[config.mk]
export PLATFORM = sky130hd
export DESIGN_NAME = ifu_fetch
export DESIGN_NICKNAME = d
export VERILOG_FILES = /design/src/rtl/ifu_fetch.sv
export SDC_FILE = /design/constraint.sdc
export NUM_CORES = 1
export LEC_CHECK = 0
export CAP_MARGIN = 20
export CORE_MARGIN = 2
export CORE_UTILIZATION = 55
export DETAILED_ROUTE_END_ITERATION = 12
export PLACE_DENSITY = 0.83
export SETUP_SLACK_MARGIN = 0.1
export SLEW_MARGIN = 10
export SYNTH_ARGS = -nofsm -noshare
export SYNTH_HDL_FRONTEND = slang
export SYNTH_SLANG_ARGS = --single-unit
export TNS_END_PERCENT = 20
[constraint.sdc]
create_clock -name clk -period 6.4 [get_ports clk]
set_input_delay 0.96 -clock clk [delete_from_list [all_inputs] [get_ports clk]]
set_output_delay 0.96 -clock clk [all_outputs]
set_load 0.02 [all_outputs]
[src/rtl/ifu_fetch.sv]
// Instruction fetch unit: single-outstanding instruction-memory fetcher with
// a one-entry output slot, a one-entry skid slot and execute-stage redirect.
module ifu_fetch #(
  parameter logic [31:0] RESET_PC = 32'h8000_0000,
  parameter logic [31:0] NOP_INST = 32'h0000_0013
) (
  input  logic        clk,
  input  logic        rst_n,
  input  logic        jump_en_i,
  input  logic [31:0] jump_addr_i,
  output logic        imem_req_o,
  output logic [31:0] imem_addr_o,
  input  logic        imem_gnt_i,
  input  logic        imem_rvalid_i,
  input  logic [31:0] imem_rdata_i,
  output logic [31:0] inst_o,
  output logic [31:0] inst_addr_o,
  output logic        inst_valid_o,
  input  logic        out_ready_i
);

  typedef enum logic [1:0] {IDLE, REQ, WAIT, FULL} state_t;

  state_t      state_q, state_d;
  logic [31:0] pc_q, pc_d;
  logic [31:0] req_addr_q, req_addr_d;
  logic [31:0] out_inst_q, out_inst_d;
  logic [31:0] out_addr_q, out_addr_d;
  logic        out_valid_q, out_valid_d;
  logic [31:0] skid_inst_q, skid_inst_d;
  logic [31:0] skid_addr_q, skid_addr_d;
  logic        skid_valid_q, skid_valid_d;
  logic        drop_q, drop_d;
  logic        transfer;

  assign transfer     = out_valid_q & out_ready_i;
  assign imem_req_o   = (state_q == REQ) & ~jump_en_i;
  assign imem_addr_o  = pc_q;
  assign inst_o       = out_inst_q;
  assign inst_addr_o  = out_addr_q;
  assign inst_valid_o = out_valid_q;

  always_comb begin
    state_d      = state_q;
    pc_d         = pc_q;
    req_addr_d   = req_addr_q;
    out_inst_d   = out_inst_q;
    out_addr_d   = out_addr_q;
    out_valid_d  = out_valid_q;
    skid_inst_d  = skid_inst_q;
    skid_addr_d  = skid_addr_q;
    skid_valid_d = skid_valid_q;
    drop_d       = drop_q;

    // Empty output slot always shows the bubble so outputs stay register-driven.
    if (transfer) begin
      out_valid_d = 1'b0;
      out_inst_d  = NOP_INST;
      out_addr_d  = '0;
    end

    if (jump_en_i) begin
      pc_d         = jump_addr_i & 32'hFFFF_FFFC;
      out_valid_d  = 1'b0;
      out_inst_d   = NOP_INST;
      out_addr_d   = '0;
      skid_valid_d = 1'b0;
      state_d      = REQ;
      // A response still in flight must be swallowed when it arrives.
      if (state_q == WAIT) begin
        if (imem_rvalid_i) begin
          drop_d = 1'b0;
        end else begin
          drop_d  = 1'b1;
          state_d = WAIT;
        end
      end
    end else begin
      unique case (state_q)
        IDLE: state_d = REQ;
        REQ: begin
          if (imem_gnt_i) begin
            req_addr_d = pc_q;
            pc_d       = pc_q + 32'd4;
            state_d    = WAIT;
          end
        end
        WAIT: begin
          if (imem_rvalid_i) begin
            if (drop_q) begin
              drop_d  = 1'b0;
              state_d = REQ;
            end else if (!out_valid_q || out_ready_i) begin
              out_inst_d  = imem_rdata_i;
              out_addr_d  = req_addr_q;
              out_valid_d = 1'b1;
              state_d     = REQ;
            end else begin
              skid_inst_d  = imem_rdata_i;
              skid_addr_d  = req_addr_q;
              skid_valid_d = 1'b1;
              state_d      = FULL;
            end
          end
        end
        FULL: begin
          if (transfer) begin
            out_inst_d   = skid_inst_q;
            out_addr_d   = skid_addr_q;
            out_valid_d  = skid_valid_q;
            skid_valid_d = 1'b0;
            state_d      = REQ;
          end
        end
        default: state_d = IDLE;
      endcase
    end
  end

  always_ff @(posedge clk or negedge rst_n) begin
    if (!rst_n) begin
      state_q      <= IDLE;
      pc_q         <= RESET_PC;
      req_addr_q   <= '0;
      out_inst_q   <= NOP_INST;
      out_addr_q   <= '0;
      out_valid_q  <= 1'b0;
      skid_inst_q  <= NOP_INST;
      skid_addr_q  <= '0;
      skid_valid_q <= 1'b0;
      drop_q       <= 1'b0;
    end else begin
      state_q      <= state_d;
      pc_q         <= pc_d;
      req_addr_q   <= req_addr_d;
      out_inst_q   <= out_inst_d;
      out_addr_q   <= out_addr_d;
      out_valid_q  <= out_valid_d;
      skid_inst_q  <= skid_inst_d;
      skid_addr_q  <= skid_addr_d;
      skid_valid_q <= skid_valid_d;
      drop_q       <= drop_d;
    end
  end

endmodule

==> impl_metrics.csv, run 1 <==
group,metric,value,unit
outcome,status,"complete, no violations",
routing,ant_nets,0,
clocking,cts_tree,"built",
sta,slew-limit-headroom,0.378,
run,cap_violations,0,
synth,avgSynthCellArea,10.8,um2
routing,drt_iter0_markers,573,
sta,fmax,305,MHz
synth,synth_area,9800,um2
hold_path,hp-class,"reg -> reg",
grt,grt_util_all_layers,0.269,
floorplanning,fp-row-count,48,
placement,dp_cells,1233,
worst_setup_path,path_class,"in -> reg",
pwr,cellInternalPower,0.00227,W
clocking,cts_setup_buffers,0,
grt,grt_pass1_vias,7736,
finish,final_area,12100,um2
clocking,clkSinkCount,191,
synth,synth_enable_flop_cells,0,
routing,wl_per_cell,19.7,um
placement,io_buffer_count,163,
synth,synth_flop_cell,"dfrtp_1",
synth,synth_area_leaders,"dfrtp_1, mux2_2, nor3b_1",
sta,tns,0,ps
clocking,htreeDepth,4,
finish,final_cells,1267,
worst_setup_path,worstSetupStartpointType,"input pin",
pwr,switching_power,0.00104,W
clocking,path_clk_slew,70,ps
finish,nets,1104,
sta,fin_ws,3120,ps
sta,setup_viol,0,
pwr,p_per_area,273,nW/um2
synth,yosys_register_bits,191,
synth,ys_seq_area_frac,0.489,
synth,yosysWarningCount,0,
clocking,clockRootBuffer,"clkbuf_16",
floorplanning,die_x,137,um
pwr,seqPwrFrac,0.455,
hold_path,worstHoldStart,"inst_addr_o[0]",
routing,first_pass_iters,4,
grt,antenna_found_initial,0,
clocking,clkLatencyLatePin,430,ps
floorplanning,io_pins,168,
placement,place_congestion,0.819,
synth,yosys.area.top_type_share,0.470,
placement,dp_hpwl,15300,um
grt,grt_max_degree,94,
grt,grt.overflow.total,0,
floorplanning,start_util,0.565,
clocking,cts_buffers,17,
synth,synth_area_leader_cell,"dfrtp_1",
routing,wl,24900,um
clocking,holdBufCountCts,0,
routing,dr_total_vias,7788,
floorplanning,die_height,137,um
sta,skew,8.22,ps
sta,final_hold_viol_count,0,
synth,ys_async_sr_fraction,1.00,
pwr,p_leak,5.19,nW
worst_setup_path,critPathArrivalTime,3550,ps
floorplanning,coreArea,17400,um2
sta,post-route-period-util,0.512,
worst_setup_path,crit_fanout,62,
worst_setup_path,cp-startpoint,"out_ready_i",
pwr,clkPwrFrac,0.317,
worst_setup_path,crit_required,6670,ps
pwr,swShare,0.313,
placement,place_ws,2690,ps
worst_setup_path,worst_setup_path_end_kind,"flip-flop",
routing,drcViolationCount,0,
routing,via_per_inst,6.15,
finish,diodes,0,
pwr,irDropWorstVdd,0.218,mV
floorplanning,dieArea,18900,um2
synth,syn_inst,910,
sta,final_max_slew_viol_count,0,
pwr,combPwrFrac,0.227,
sta,worstMarginPinSlew,932,ps
placement,dpl-instance-area,11500,um2
clocking,ctsResizeCount,0,
clocking,clock_path_buffers,2,
grt,grt_pass1_wl,39700,um
sta,rsz0062_at_grt,"false",
worst_setup_path,r2r-start,"inst_valid_o",
synth,ys_types,42,
finish,post_route_cells_drive_above_1_share,0.204,
finish,areaGrowthSynthToFinish,23.6,%
sta,period_needed,3280,ps
-- registers in the layout, indices dropped and copies added (netlist names) --
| register | count |
|---|---|
| req_addr_q | 30 |
| skid_valid_q | 1 |
| imem_addr_o | 30 |
| inst_o | 32 |
| skid_inst_q | 32 |
| inst_valid_o | 1 |
| state_q | 2 |
| inst_addr_o | 32 |
| skid_addr_q | 30 |
| drop_q | 1 |
-- final cells by class --
type | count | area [um2]
clock buffer | 19 | 443
clock inverter | 13 | 139
fill | 1303 | 5250
inverter | 11 | 41.3
multi-input combinational | 629 | 4660
sequential | 191 | 4790
tap | 225 | 282
timing repair buffer | 179 | 1760
-- stage by stage --
stage                     hold WS [ps]  total power, W  utilization
final                              487         0.00331        0.698
after global routing               519         0.00347        0.698
after CTS                          491         0.00331        0.697
after detailed placement           474         0.00227        0.663
after global placement             471         0.00224        0.663
after floorplan                    459         0.00195            -
-- worst paths after layout --
check                      cells past startpoint              end  slack, ps
setup / recovery                               6       inst_o[10]       3120
hold / removal                                 1   inst_addr_o[0]        490
setup reg to reg                               5       inst_o[10]       3680
hold reg to reg                                1   inst_addr_o[0]        490
max in group asynchronous                      2  inst_addr_o[17]       4570
min in group asynchronous                      1  skid_inst_q[29]        570
-- power by group through the flow --
| stage | sequential [W] | combinational, W | clock (W) |
|---|---|---|---|
| after CTS | 0.00150 | 0.000748 | 0.00106 |
| after floorplan | 0.00152 | 0.000428 | 0 |
| after detailed placement | 0.00152 | 0.000743 | 0 |
| final | 0.00151 | 0.000752 | 0.00105 |
| after global placement | 0.00151 | 0.000728 | 0 |
| after global routing | 0.00153 | 0.000817 | 0.00112 |
-- synth_stat cells, types with 4 or more instances --
library cell and number:
and2_1 6, and3_1 51, a31oi_1 19, a22oi_1 44, dfstp_2 7, nor2_1 20
inv_1 10, o21ai_0 62, nand2_1 47, buf_4 4, o31ai_1 13, xor2_1 9
mux2_2 148, a32oi_1 15, ha_1 5, nor3b_1 45, and4_1 4, nand4_1 12
nand3_1 19, a21oi_1 60, buf_1 10, nor3_1 6, or4_1 16, dfrtp_1 184
buf_2 21, clkbuf_1 44
-- cells in the final DEF (no fill, tap or decap), types with 17 or more instances in the layout --
master,Yosys,final
nor2_1,20,19
clkbuf_16,0,17
mux2_2,148,148
and3_1,51,51
a21oi_1,60,60
o21ai_0,62,62
nor3b_1,45,44
a31oi_1,19,19
nand2_1,47,47
nand3_1,19,19
dfrtp_1,184,184
clkdlybuf4s50_1,0,161
a22oi_1,44,44
-- metal layers --
metal | GRT usage | vias up | share of wire
met3 | 0.0519 | 25 | 0.063
li1 | - | 3638 | -
met5 | 0 | - | 0
met4 | 0.0779 | 0 | 0.012
met1 | 0.368 | 3892 | 0.44
met2 | 0.438 | 233 | 0.48
-- critical path, cell delays in order --
cell	delay, ps
clkdlybuf4s50_1	570
and2_4	680
buf_4	620
mux2_2	410
a32oi_1	160
a21oi_1	110
-- cells by family (layout without fill, tap and decap cells) --
logic type | after synthesis | in the layout | synth area share
buffers and inverters | 91 | 222 | 0.0398
AO/OA/AOI/OAI | 227 | 227 | 0.144
flip-flops | 191 | 191 | 0.489
adder cells (fa/ha/maj) | 5 | 5 | 0.00638
XOR/XNOR | 10 | 10 | 0.00894
multiplexers | 150 | 150 | 0.172
AND/OR/NAND/NOR | 235 | 235 | 0.140
other | 1 | 2 | 0.000383
Power figures use the tool's default switching activity.
==> inputs of run 2 (changes only) <==
- CORE_UTILIZATION: 55 -> 54
- PLACE_DENSITY: 0.83 -> 0.82
- clock period: 6.4 -> 3.41 ns (I/O delays scaled with it)
==> run 2 against run 1 <==
Net effect: largest power group unchanged; first-iteration DRC count rose by 5.9%; sequential share of layout area decreased by 0.44 points; count of clock-buffer cells in the layout increased by 1; combinational power grew 93%; sequential cell count stayed put; routed wire length increased by 2.0%; setup slack worse by 2400 ps; final cell count is 0.95% higher; register-to-register slack got worse by 2700 ps; sequential power is 88% higher; largest cell class unchanged; design area up 1.1%.
==> impl_metrics.csv, run 2 (same netlist as run 1, synthesis figures left out) <==
group,metric,value,unit
placement,dpl-instance-area,11600,um2
clocking,clockRootBuffer,"clkbuf_16",
pwr,p_per_area,521,nW/um2
clocking,clkLatencyLatePin,440,ps
clocking,cts_buffers,17,
sta,fmax,379,MHz
sta,skew,8.31,ps
worst_setup_path,worst_setup_path_end_kind,"primary output",
sta,tns,0,ps
sta,worstMarginPinSlew,787,ps
finish,post_route_cells_drive_above_1_share,0.210,
clocking,holdBufCountCts,0,
finish,areaGrowthSynthToFinish,25.0,%
worst_setup_path,critPathArrivalTime,2130,ps
finish,final_area,12200,um2
placement,dp_hpwl,16600,um
pwr,power.total,0.00638,W
outcome,status,"complete, no violations",
finish,fin_util,0.684,
clocking,path_clk_slew,70,ps
clocking,htreeDepth,4,
grt,grt_pass1_wl,41400,um
sta,final_hold_viol_count,0,
routing,dr_total_vias,8043,
finish,layout_commonest_cell,"dfrtp_1",
placement,io_buffer_count,163,
floorplanning,die_height,139,um
worst_setup_path,path_class,"reg -> out",
floorplanning,io_pins,168,
placement,place_congestion,0.835,
routing,ant_nets,0,
grt,grt_util_all_layers,0.267,
grt,grt.overflow.total,0,
grt,grt_pass1_vias,7906,
floorplanning,dieArea,19200,um2
routing,wl,25400,um
hold_path,hp-class,"in -> async",
finish,diodes,0,
worst_setup_path,crit_fanout,7,
floorplanning,coreArea,17900,um2
sta,slew-limit-headroom,0.475,
routing,first_pass_iters,5,
finish,layout_common_cells,"dfrtp_1, clkdlybuf4s50_1, mux2_2",
routing,drt_iter0_markers,607,
clocking,ctsResizeCount,0,
floorplanning,fp-row-count,49,
sta,period_needed,2640,ps
worst_setup_path,worstSetupStartpointType,"flip-flop",
grt,grt_max_degree,96,
sta,setup_viol,0,
floorplanning,start_util,0.547,
routing,via_per_inst,6.29,
clocking,cts_setup_buffers,0,
clocking,clock_path_buffers,2,
sta,rsz0062_at_grt,"false",
clocking,cts_tree,"built",
grt,antenna_found_initial,0,
clocking,clkSinkCount,191,
routing,drcViolationCount,0,
worst_setup_path,crit_required,2900,ps
run,cap_violations,0,
sta,post-route-period-util,0.774,
finish,nets,1113,
routing,wl_per_cell,19.9,um
sta,final_max_slew_viol_count,0,
pwr,p_leak,5.26,nW
pwr,irDropWorstVdd,0.450,mV
floorplanning,die_x,139,um
==> run 2: changes by cell type in the layout (fill, tap and decap cells not counted), moves of 2 or more <==
cell	before	now
clkinv_4	4	2
clkinv_2	4	1
buf_12	0	3
buf_4	16	23
==> run 2: where the power goes <==
part | leakage, nW | switching, W | internal (W) | total [W]
clock network | 0.295 | 0.000884 | 0.00120 | 0.00208
logic | 2.46 | 0.000803 | 0.000646 | 0.00145
registers | 2.50 | 0.000294 | 0.00255 | 0.00284
==> run 2: worst max-delay path, stage by stage (launching register included) <==
cell and delay (ps):
dfrtp_1 430, inv_1 110, ha_1 220, buf_4 190
nor2b_1 130, clkdlybuf4s50_1 600
==> run 2: area by class of cell <==
| type | count | area (um2) |
|---|---|---|
| Sequential cell | 191 | 4790 |
| Multi-Input combinational cell | 629 | 4660 |
| Fill cell | 1337 | 5650 |
| Tap cell | 229 | 287 |
| Timing Repair Buffer | 188 | 1860 |
| Clock inverter | 11 | 156 |
| Inverter | 11 | 41.3 |
| Clock buffer | 20 | 457 |
==> run 2: metal layers <==
metal | track usage | share of wire | vias to the layer above
li1 | - | - | 3651
met1 | 0.363 | 0.42 | 3976
met2 | 0.429 | 0.48 | 372
met3 | 0.0494 | 0.070 | 44
met4 | 0.105 | 0.023 | 0
met5 | 0 | 0 | -
==> run 2: stage by stage <==
step | cells | worst slack, ps | hold slack, ps
finish | 1279 | 772 | 142
CTS | 1279 | 762 | 183
detailed placement | 1248 | 641 | 484
global placement | 1248 | 723 | 469
floorplan | 911 | 1390 | 216
global route | 1279 | 667 | 207
==> run 2: worst paths after layout <==
kind | from | to | slack (ps) | cells after the start
setup / recovery | state_q[1] | imem_req_o | 770 | 5
hold / removal | rst_n | inst_o[25] | 140 | 1
setup reg to reg | state_q[1] | imem_addr_o[31] | 990 | 6
hold reg to reg | inst_addr_o[0] | inst_addr_o[0] | 490 | 1
max in group asynchronous | rst_n | imem_addr_o[31] | 2380 | 2
min in group clk | inst_addr_o[0] | inst_addr_o[0] | 490 | 1
